$ cat config.mk
export PLATFORM = sky130hd
export DESIGN_NAME = arb2to1
export DESIGN_NICKNAME = d
export VERILOG_FILES = /design/src/rtl/arb2to1.sv
export SDC_FILE = /design/constraint.sdc
export NUM_CORES = 1
export LEC_CHECK = 0
export ABC_AREA = 1
export BUFFER_PORTS_ARGS = -buffer_cell sky130_fd_sc_hd__buf_2
export CORE_MARGIN = 2
export CORE_UTILIZATION = 40
export DETAILED_ROUTE_END_ITERATION = 8
export GPL_TIMING_DRIVEN = 0
export PLACE_DENSITY = 0.75
export SLEW_MARGIN = 10
export SYNTH_ARGS = -nofsm -noshare
export SYNTH_HDL_FRONTEND = slang
export SYNTH_SLANG_ARGS = --single-unit
$ cat constraint.sdc
create_clock -name clk -period 1.75 [get_ports clk]
set_input_delay 0.4375 -clock clk [delete_from_list [all_inputs] [get_ports clk]]
set_output_delay 0.4375 -clock clk [all_outputs]
set_load 0.05 [all_outputs]
$ cat src/rtl/arb2to1.sv
// arb2to1: two-source round-robin valid/ready arbiter with a registered output stage and winner select.
// Define ARB2_LOCK_EN to hold the grant for a whole packet, until a beat with *_last set is accepted.
module arb2to1 #(
  parameter int W = 8
) (
  input  logic         clk,
  input  logic         rst,
  input  logic         a_valid,
  input  logic [W-1:0] a_data,
  input  logic         a_last,
  output logic         a_ready,
  input  logic         b_valid,
  input  logic [W-1:0] b_data,
  input  logic         b_last,
  output logic         b_ready,
  output logic         y_valid,
  output logic [W-1:0] y_data,
  output logic         y_last,
  output logic         sel,
  input  logic         y_ready
);
  logic prio, load, va, vb, grant_a, grant_b, acc, win_last;
`ifdef ARB2_LOCK_EN
  logic lock, lock_src, last_r;
  assign va = a_valid & (~lock | ~lock_src);
  assign vb = b_valid & (~lock | lock_src);
  assign y_last = last_r;
`else
  logic unused_last;
  assign unused_last = a_last ^ b_last;
  assign va = a_valid;
  assign vb = b_valid;
  assign y_last = 1'b1;
`endif
  always_comb begin
    grant_a = va & (~vb | ~prio);
    grant_b = vb & (~va | prio);
    load = ~y_valid | y_ready;
    a_ready = ~rst & load & grant_a;
    b_ready = ~rst & load & grant_b;
    acc = a_ready | b_ready;
    win_last = grant_b ? b_last : a_last;
  end
  always_ff @(posedge clk or posedge rst) begin
    if (rst) begin
      y_valid <= 1'b0;
      y_data <= '0;
      sel <= 1'b0;
      prio <= 1'b0;
`ifdef ARB2_LOCK_EN
      lock <= 1'b0;
      lock_src <= 1'b0;
      last_r <= 1'b0;
`endif
    end else if (acc) begin
      y_valid <= 1'b1;
      y_data <= grant_b ? b_data : a_data;
      sel <= grant_b;
`ifdef ARB2_LOCK_EN
      last_r <= win_last;
      lock <= ~win_last;
      lock_src <= grant_b;
      if (win_last) prio <= ~grant_b;
`else
      prio <= ~grant_b;
`endif
    end else if (y_ready) begin
      y_valid <= 1'b0;
    end
  end
endmodule

==> results of run 1 <==
cell type report:
cell class,instances,area share
multi-input combinational,65,0.325
inverter,6,0.0345
sequential,11,0.318
buffer,3,0.0345
timing repair buffer,36,0.237
clock buffer,4,0.0302
tap,15,0.0216
per-layer routing:
| layer | wire, um | global-route usage | vias to the layer above | share of wire |
|---|---|---|---|---|
| met2 | 742 | 0.311 | 26 | 0.48 |
| met5 | 0 | 0 | - | 0 |
| met4 | 27 | 0.0750 | 0 | 0.018 |
| met1 | 665 | 0.224 | 286 | 0.43 |
| met3 | 96 | 0.0517 | 5 | 0.063 |
| li1 | - | - | 339 | - |
cells by family after synthesis:
logic type	Yosys count	synth area share
flip-flops	11	0.463
buffers and inverters	9	0.0779
AO/OA/AOI/OAI	3	0.0316
AND/OR/NAND/NOR	61	0.421
other	1	0.00631
synth_stat cells:
cell type  number
nand3_1         9
nand4_1         1
buf_2           1
inv_1           6
nand2_1        48
buf_4           1
conb_1          1
nand2_2         3
dfrtp_1        11
a21oi_2         1
a21oi_1         2
buf_6           1
state kept, by name (all words and copies together), names as in the netlist:
signal   cells
sel          1
prio         1
y_valid      1
y_data       8
repair_timing:
action	in CTS	in global routing
setup buffers	2	2
hold buffers	0	0
pin swaps	0	2
gates resized for setup	7	4
endpoints found under the setup margin	2	2
power breakdown:
group          switching (uW)  leakage (uW)  internal (uW)
sequential               45.3      0.000135            339
clock                    94.2     0.0000150           88.5
combinational             472      0.000380            171
worst min-delay path by stage:
stage,to,slack (ps),cells after the start
2_1_floorplan,prio$_DFFE_PP0P_,310,1
3_3_place_gp,sel$_DFFE_PP0P_,450,2
3_5_place_dp,sel$_DFFE_PP0P_,460,2
4_1_cts,sel$_DFFE_PP0P_,200,3
5_1_grt,y_data[0]$_DFFE_PP0P_,220,3
6_report,y_data[2]$_DFFE_PP0P_,190,3
through the flow:
| stage | hold slack (ps) | utilization | total power (uW) |
|---|---|---|---|
| after global routing | 219 | 0.645 | 1270 |
| after global placement | 451 | 0.576 | 986 |
| final | 190 | 0.645 | 1210 |
| after detailed placement | 456 | 0.576 | 994 |
| after CTS | 198 | 0.623 | 1190 |
| after floorplan | 306 | - | 849 |
layout by cell type, fill, tap and decap left out:
master	n
a21oi_1	2
a21oi_2	1
buf_2	30
buf_4	5
buf_6	3
buf_8	1
clkbuf_1	1
clkbuf_4	3
clkinvlp_4	2
conb_1	1
dfrtp_1	10
dfrtp_2	1
inv_1	4
nand2_1	46
nand2_2	4
nand2_4	1
nand3_1	9
nand4_1	1
worst max-delay path, stage by stage, from the launching register on:
cell	delay (ps)
dfrtp_1	410
nand2_2	110
nand4_1	130
buf_6	160
clkinvlp_4	60
buf_8	130
==> flow_summary.ini, run 1 <==
[run]
cap_violations = 0

[floorplan]
dieArea_um2 = 1810
fp.dieW_um = 42.5
die_y_um = 42.5
start_util = 0.440
io_pins = 36
fp-row-count = 13
core_area_um2 = 1350

[cells_and_area]
drive_above_1_share = 0.408
stdcell_area_um2 = 871
fillers = 124
multi_input_area_um2 = 283
layout-area-overhead-vs-synth_pct = 46.5
finalNetCount = 149
seq_area_um2 = 277
instances_no_fill = 140
diodes = 0

[global_route]
grt_usage = 0.186
first_global_vias = 617
antenna_found_initial = 0
grt_max_degree = 13
grt_pass1_wl_um = 2530
grt.overflow.total = 0

[worst_setup_path]
rr_endpoint = y_data[5]$_DFFE_PP0P_
cp.required_ps = 1310
crit_type = reg -> out
crit_end = a_ready
r2r_cells = 6
end_kind = output pin
worstSetupStartpoint = prio$_DFFE_PP0P_
cp.arrival_ps = 1290
start_kind = flop
crit_fanout = 3
rrSetupSlack_ps = 520
reg2reg_from = prio$_DFFE_PP0P_

[timing]
period_share = 0.987
fin_ws_ps = 22.5
period_needed_ps = 1730
finalHoldViolCount = 0
finalSetupViolations = 0
fin_setup_tns_ps = 0
slew_viol_final = 0
fmax_ghz = 0.579
clock_skew_ps = 4.41
rsz0062_at_grt = yes

[route]
wl_um = 1530
drt.antenna.violating_nets = 0
routedWlPerCell_um = 10.9
drc_errors = 0
via_count = 656
dr.pass1.iters = 3
dr.first_iter.drc_count = 11
vias_per_cell = 4.69

[yosys]
netlist_area_um2 = 594
synth_warnings = 0
synth_cell_types = 12
ys_top_cells_by_area = dfrtp_1 46%, nand2_1 30%, nand3_1 7.6%, inv_1 3.8%, nand2_2 3.2%
synth_cells = 85
synth-seq-cells = 11
syn-num-nets = 108
seq_area_frac_synth = 0.463
syn_avg_cell_area_um2 = 6.99
synth_top_area_share = 0.463
synth_area_leader_cell = dfrtp_1

[placement]
hpwl_um = 1020
placed_area_um2 = 778
dp_slack_ps = -400
portBuffers = 32
gp_congestion = 0.721
placed_cells = 132

[clocking]
clk_path_buf_depth = 2
clock_latency_ps = 280
clock_sinks = 11
cts_htree_levels = 1
root_buffer = clkbuf_4
clk_pin_slew_ps = 70
numCtsBuffers = 3
cts_tree = done

[power_and_ir_drop]
vdd_ir_drop_max_v = 0.000685
p_leak_uw = 0.000531
p_per_area_nw_per_um2 = 1390

[hold_path]
hp-class = in -> async

[status]
status = finished clean
No activity file was read; power rests on OpenSTA's default activity.
==> run 2, diff against run 1 <==
--- a/constraint.sdc
+++ b/constraint.sdc
@@ -3,2 +3,2 @@
 set_output_delay 0.4375 -clock clk [all_outputs]
-set_load 0.05 [all_outputs]
+set_load 0.005 [all_outputs]
==> run 2 against run 1 <==
Final cell count grew 1.4%. Routed wire length shrank 1.1%. Total power shrank 25%. First-iteration DRC count grew 27%. Sequential share of layout area grew 0.27 points. Critical path type unchanged. Highest routed layer unchanged.
==> flow_summary.ini, run 2 (synthesis gave the netlist of run 1 again) <==
[status]
status = finished clean

[power_and_ir_drop]
p_per_area_nw_per_um2 = 1050
p_leak_uw = 0.000544
p_total_uw = 903
vdd_ir_drop_max_v = 0.000540

[floorplan]
io_pins = 36
start_util = 0.440
fp.dieW_um = 42.5
core_area_um2 = 1350
die_y_um = 42.5
fp-row-count = 13
dieArea_um2 = 1810

[clocking]
clock_sinks = 11
clk_pin_slew_ps = 70
cts_tree = done
numCtsBuffers = 3
clk_path_buf_depth = 2
root_buffer = clkbuf_4
clock_latency_ps = 280
cts_htree_levels = 1

[route]
drc_errors = 0
via_count = 669
routedWlPerCell_um = 10.7
dr.first_iter.drc_count = 14
dr.pass1.iters = 4
drt.antenna.violating_nets = 0
vias_per_cell = 4.71
wl_um = 1510

[timing]
slew_viol_final = 0
finalHoldViolCount = 0
clock_skew_ps = 5.80
fmax_ghz = 0.585
period_share = 0.977
finalSetupViolations = 0
period_needed_ps = 1710
holdWs_ps = 193

[worst_setup_path]
cp_slowest_cell = dfrtp_1
end_kind = output pin
crit_type = reg -> out
cpPeakStageDelay_ps = 400
worstPathCellList = nand2_2 > nand4_1 > buf_6 > inv_1 > buf_2
cp.required_ps = 1310
crit_fanout = 6
start_kind = flop
reg2reg_from = prio$_DFFE_PP0P_
rrSetupSlack_ps = 530
r2r_cells = 6
rr_endpoint = y_data[2]$_DFFE_PP0P_
cp.arrival_ps = 1270

[placement]
gp_congestion = 0.721
hpwl_um = 1050
portBuffers = 32
placed_cells = 132

[cells_and_area]
utilization = 0.637
finalNetCount = 151
top_register = y_data
layout_commonest_cell = nand2_1
diodes = 0
drive_above_1_share = 0.402
instances_no_fill = 142
most-common-layout-cells = 46 x nand2_1, 32 x buf_2, 11 x dfrtp_1, 9 x nand3_1, 7 x buf_4
layout-area-overhead-vs-synth_pct = 44.6
largest_register_ff_count = 8

[global_route]
grt.overflow.total = 0
antenna_found_initial = 0
first_global_vias = 593
grt_max_degree = 13
grt_usage = 0.178
grt_pass1_wl_um = 2400

[run]
cap_violations = 0

[hold_path]
hp-class = in -> async
run 2: worst max-delay path by stage:
stage | depth (start not counted) | to | startpoint
6_report | 5 | a_ready | prio$_DFFE_PP0P_
5_1_grt | 5 | a_ready | prio$_DFFE_PP0P_
4_1_cts | 5 | a_ready | prio$_DFFE_PP0P_
3_5_place_dp | 6 | a_ready | rst
3_3_place_gp | 6 | a_ready | rst
2_1_floorplan | 4 | a_ready | rst
run 2: layout make-up:
class | instances | area, um^2
Buffer | 3 | 30.0
Clock buffer | 4 | 26.3
Fill cell | 125 | 490
Inverter | 6 | 26.3
Multi-Input combinational cell | 65 | 278
Sequential cell | 11 | 275
Tap cell | 15 | 18.8
Timing Repair Buffer | 38 | 205
run 2: repair_timing:
action,4_1_cts,5_1_grt
cloned,0,0
hold endpoints to repair,0,0
setup endpoints to repair,1,1
hold buffers,0,0
pin swaps,0,1
buffers inserted,1,5
gates resized for setup,1,5
run 2: through the flow:
stage                     cell area [um^2]  TNS [ps]  setup slack, ps
after floorplan                        594         0              169
after global placement                 773      -172             -172
after detailed placement               773      -225             -225
after CTS                              811         0             1.65
after global routing                   860     -41.6            -41.6
final                                  860         0             39.7
run 2: routing by layer:
layer	vias up	global-route usage	wire, um
met5	-	0	0
met4	0	0.113	40
met3	5	0.0302	106
met2	32	0.305	740
met1	288	0.202	627
li1	344	-	-
run 2: power breakdown:
part	internal, uW	switching [uW]
logic	163	178
registers	338	45.2
clock network	88.5	91.2
run 2: worst max-delay path: cells and delay by family, from the launching register on:
kind | cells | cell delay, ps
buffers and inverters | 3 | 330
AND/OR/NAND/NOR | 2 | 280
flip-flops | 1 | 400
==> run 3, diff against run 2 <==
- GPL_TIMING_DRIVEN: 0 -> not set
==> run 3 against run 2 <==
Final cell count fell by 3.5%. Flip-flop and latch count unchanged. Cell area down 6.3%. Combinational power decreased by 6.2%. Routed wire length shrank 1.5%. Hold slack gained 8.1 ps. Fmax grew 3.0%. Critical endpoint is now b_ready. Largest cell class is now flip-flops and latches. Highest routed layer unchanged.
==> flow_summary.ini, run 3 (synthesis gave the netlist of run 1 again) <==
[run]
cap_violations = 0

[placement]
portBuffers = 32
gp_congestion = 0.739
hpwl_um = 1150
placed_cells = 133

[cells_and_area]
top_register = y_data
finalNetCount = 146
fillers = 140
seq_area_um2 = 275
diodes = 0
layout_commonest_cell = nand2_1
instances_no_fill = 137
drive_above_1_share = 0.352
largest_register_ff_count = 8
layout-area-overhead-vs-synth_pct = 35.6
multi_input_area_um2 = 273
most-common-layout-cells = 48 x nand2_1, 32 x buf_2, 11 x dfrtp_1, 9 x nand3_1, 6 x inv_1

[worst_setup_path]
start_kind = flop
crit_fanout = 9
cp.required_ps = 1310
worstSetupStartpoint = prio$_DFFE_PP0P_
reg2reg_from = prio$_DFFE_PP0P_
end_kind = output pin
rrSetupSlack_ps = 540
r2r_cells = 6
crit_type = reg -> out
rr_endpoint = y_data[0]$_DFFE_PP0P_
cp.arrival_ps = 1220

[floorplan]
core_area_um2 = 1350
start_util = 0.440
dieArea_um2 = 1810
fp-row-count = 13
die_y_um = 42.5
fp.dieW_um = 42.5
io_pins = 36

[clocking]
cts_setup_buffers = 0
numCtsBuffers = 3
hold_buffers = 0
cts_resized = 0
cts_tree = done
clock_sinks = 11
clk_pin_slew_ps = 70
root_buffer = clkbuf_4
clk_path_buf_depth = 2
cts_htree_levels = 1
clock_latency_ps = 270

[global_route]
grt_max_degree = 12
grt_pass1_wl_um = 2440
grt_use_met3 = 0.0259
first_global_vias = 585
grt.overflow.total = 0
grt.busiest_layer = met2
use_met2 = 0.323
grt_usage = 0.179
use_met1 = 0.201
antenna_found_initial = 0

[timing]
finalHoldViolCount = 0
holdWs_ps = 201
clock_skew_ps = 2.26
finalSetupViolations = 0
period_needed_ps = 1660
fmax_ghz = 0.602
fin_setup_tns_ps = 0
rsz0062_at_grt = no
slew_viol_final = 0
period_share = 0.949

[route]
wl_um = 1490
dr.pass1.iters = 4
drc_errors = 0
drt.antenna.violating_nets = 0
dr.first_iter.drc_count = 10
routedWlPerCell_um = 10.9
via_count = 642
vias_per_cell = 4.69

[power_and_ir_drop]
p_leak_uw = 0.000524
p_clk_frac = 0.196
p_per_area_nw_per_um2 = 1080
vdd_ir_drop_max_v = 0.000430
p_int_uw = 571
p_comb_frac = 0.367
seq_power_share = 0.438
p_sw_uw = 302
p_sw_frac = 0.346

[status]
status = finished clean

[hold_path]
hp-class = in -> async
[run 3: cell count changes in the layout (fill, tap and decap cells not counted)]
cell and change:
buf_4 -3, buf_6 -2, nand2_1 +2, nand2_2 -2
clkinvlp_4 -1, inv_1 +1
[run 3: per-layer routing]
layer  vias to the layer above  wire, um
met4                         0        14
met1                       270       575
met5                         -         0
met2                        36       767
met3                         2       134
li1                        334         -
[run 3: final cells by class]
class / instances / share of cell area
Clock buffer: 4 / 0.0326
Inverter: 6 / 0.0280
Multi-Input combinational cell: 65 / 0.339
Sequential cell: 11 / 0.342
Tap cell: 15 / 0.0233
Timing Repair Buffer: 36 / 0.236
[run 3: stage by stage]
| stage | area (um^2) | power [uW] | worst slack [ps] | util |
|---|---|---|---|---|
| after floorplan | 594 | 563 | 169 | - |
| after global placement | 779 | 694 | 228 | 0.577 |
| after detailed placement | 779 | 707 | 205 | 0.577 |
| final | 806 | 873 | 89.9 | 0.597 |
| after CTS | 806 | 882 | 103 | 0.597 |
| after global routing | 806 | 946 | 21.5 | 0.597 |
[run 3: critical path: stages, from the launching register on]
cell     delay, ps
dfrtp_1        390
nand2_1        120
nand2_2        160
nand2_2        110
inv_1           50
buf_2          120
[run 3: how the worst max path moves through the flow]
stage	endpoint	cells past startpoint	slack [ps]
after floorplan	a_ready	4	170
after global placement	b_ready	6	230
after detailed placement	b_ready	6	210
after CTS	b_ready	5	100
after global routing	b_ready	5	20
final	b_ready	5	90
[run 3: power by group through the flow]
stage	Sequential, uW	Combinational, uW	Clock, uW
after floorplan	392	171	0
after detailed placement	385	322	0
after CTS	380	325	177
after global placement	383	311	0
after global routing	391	362	193
final	382	320	171
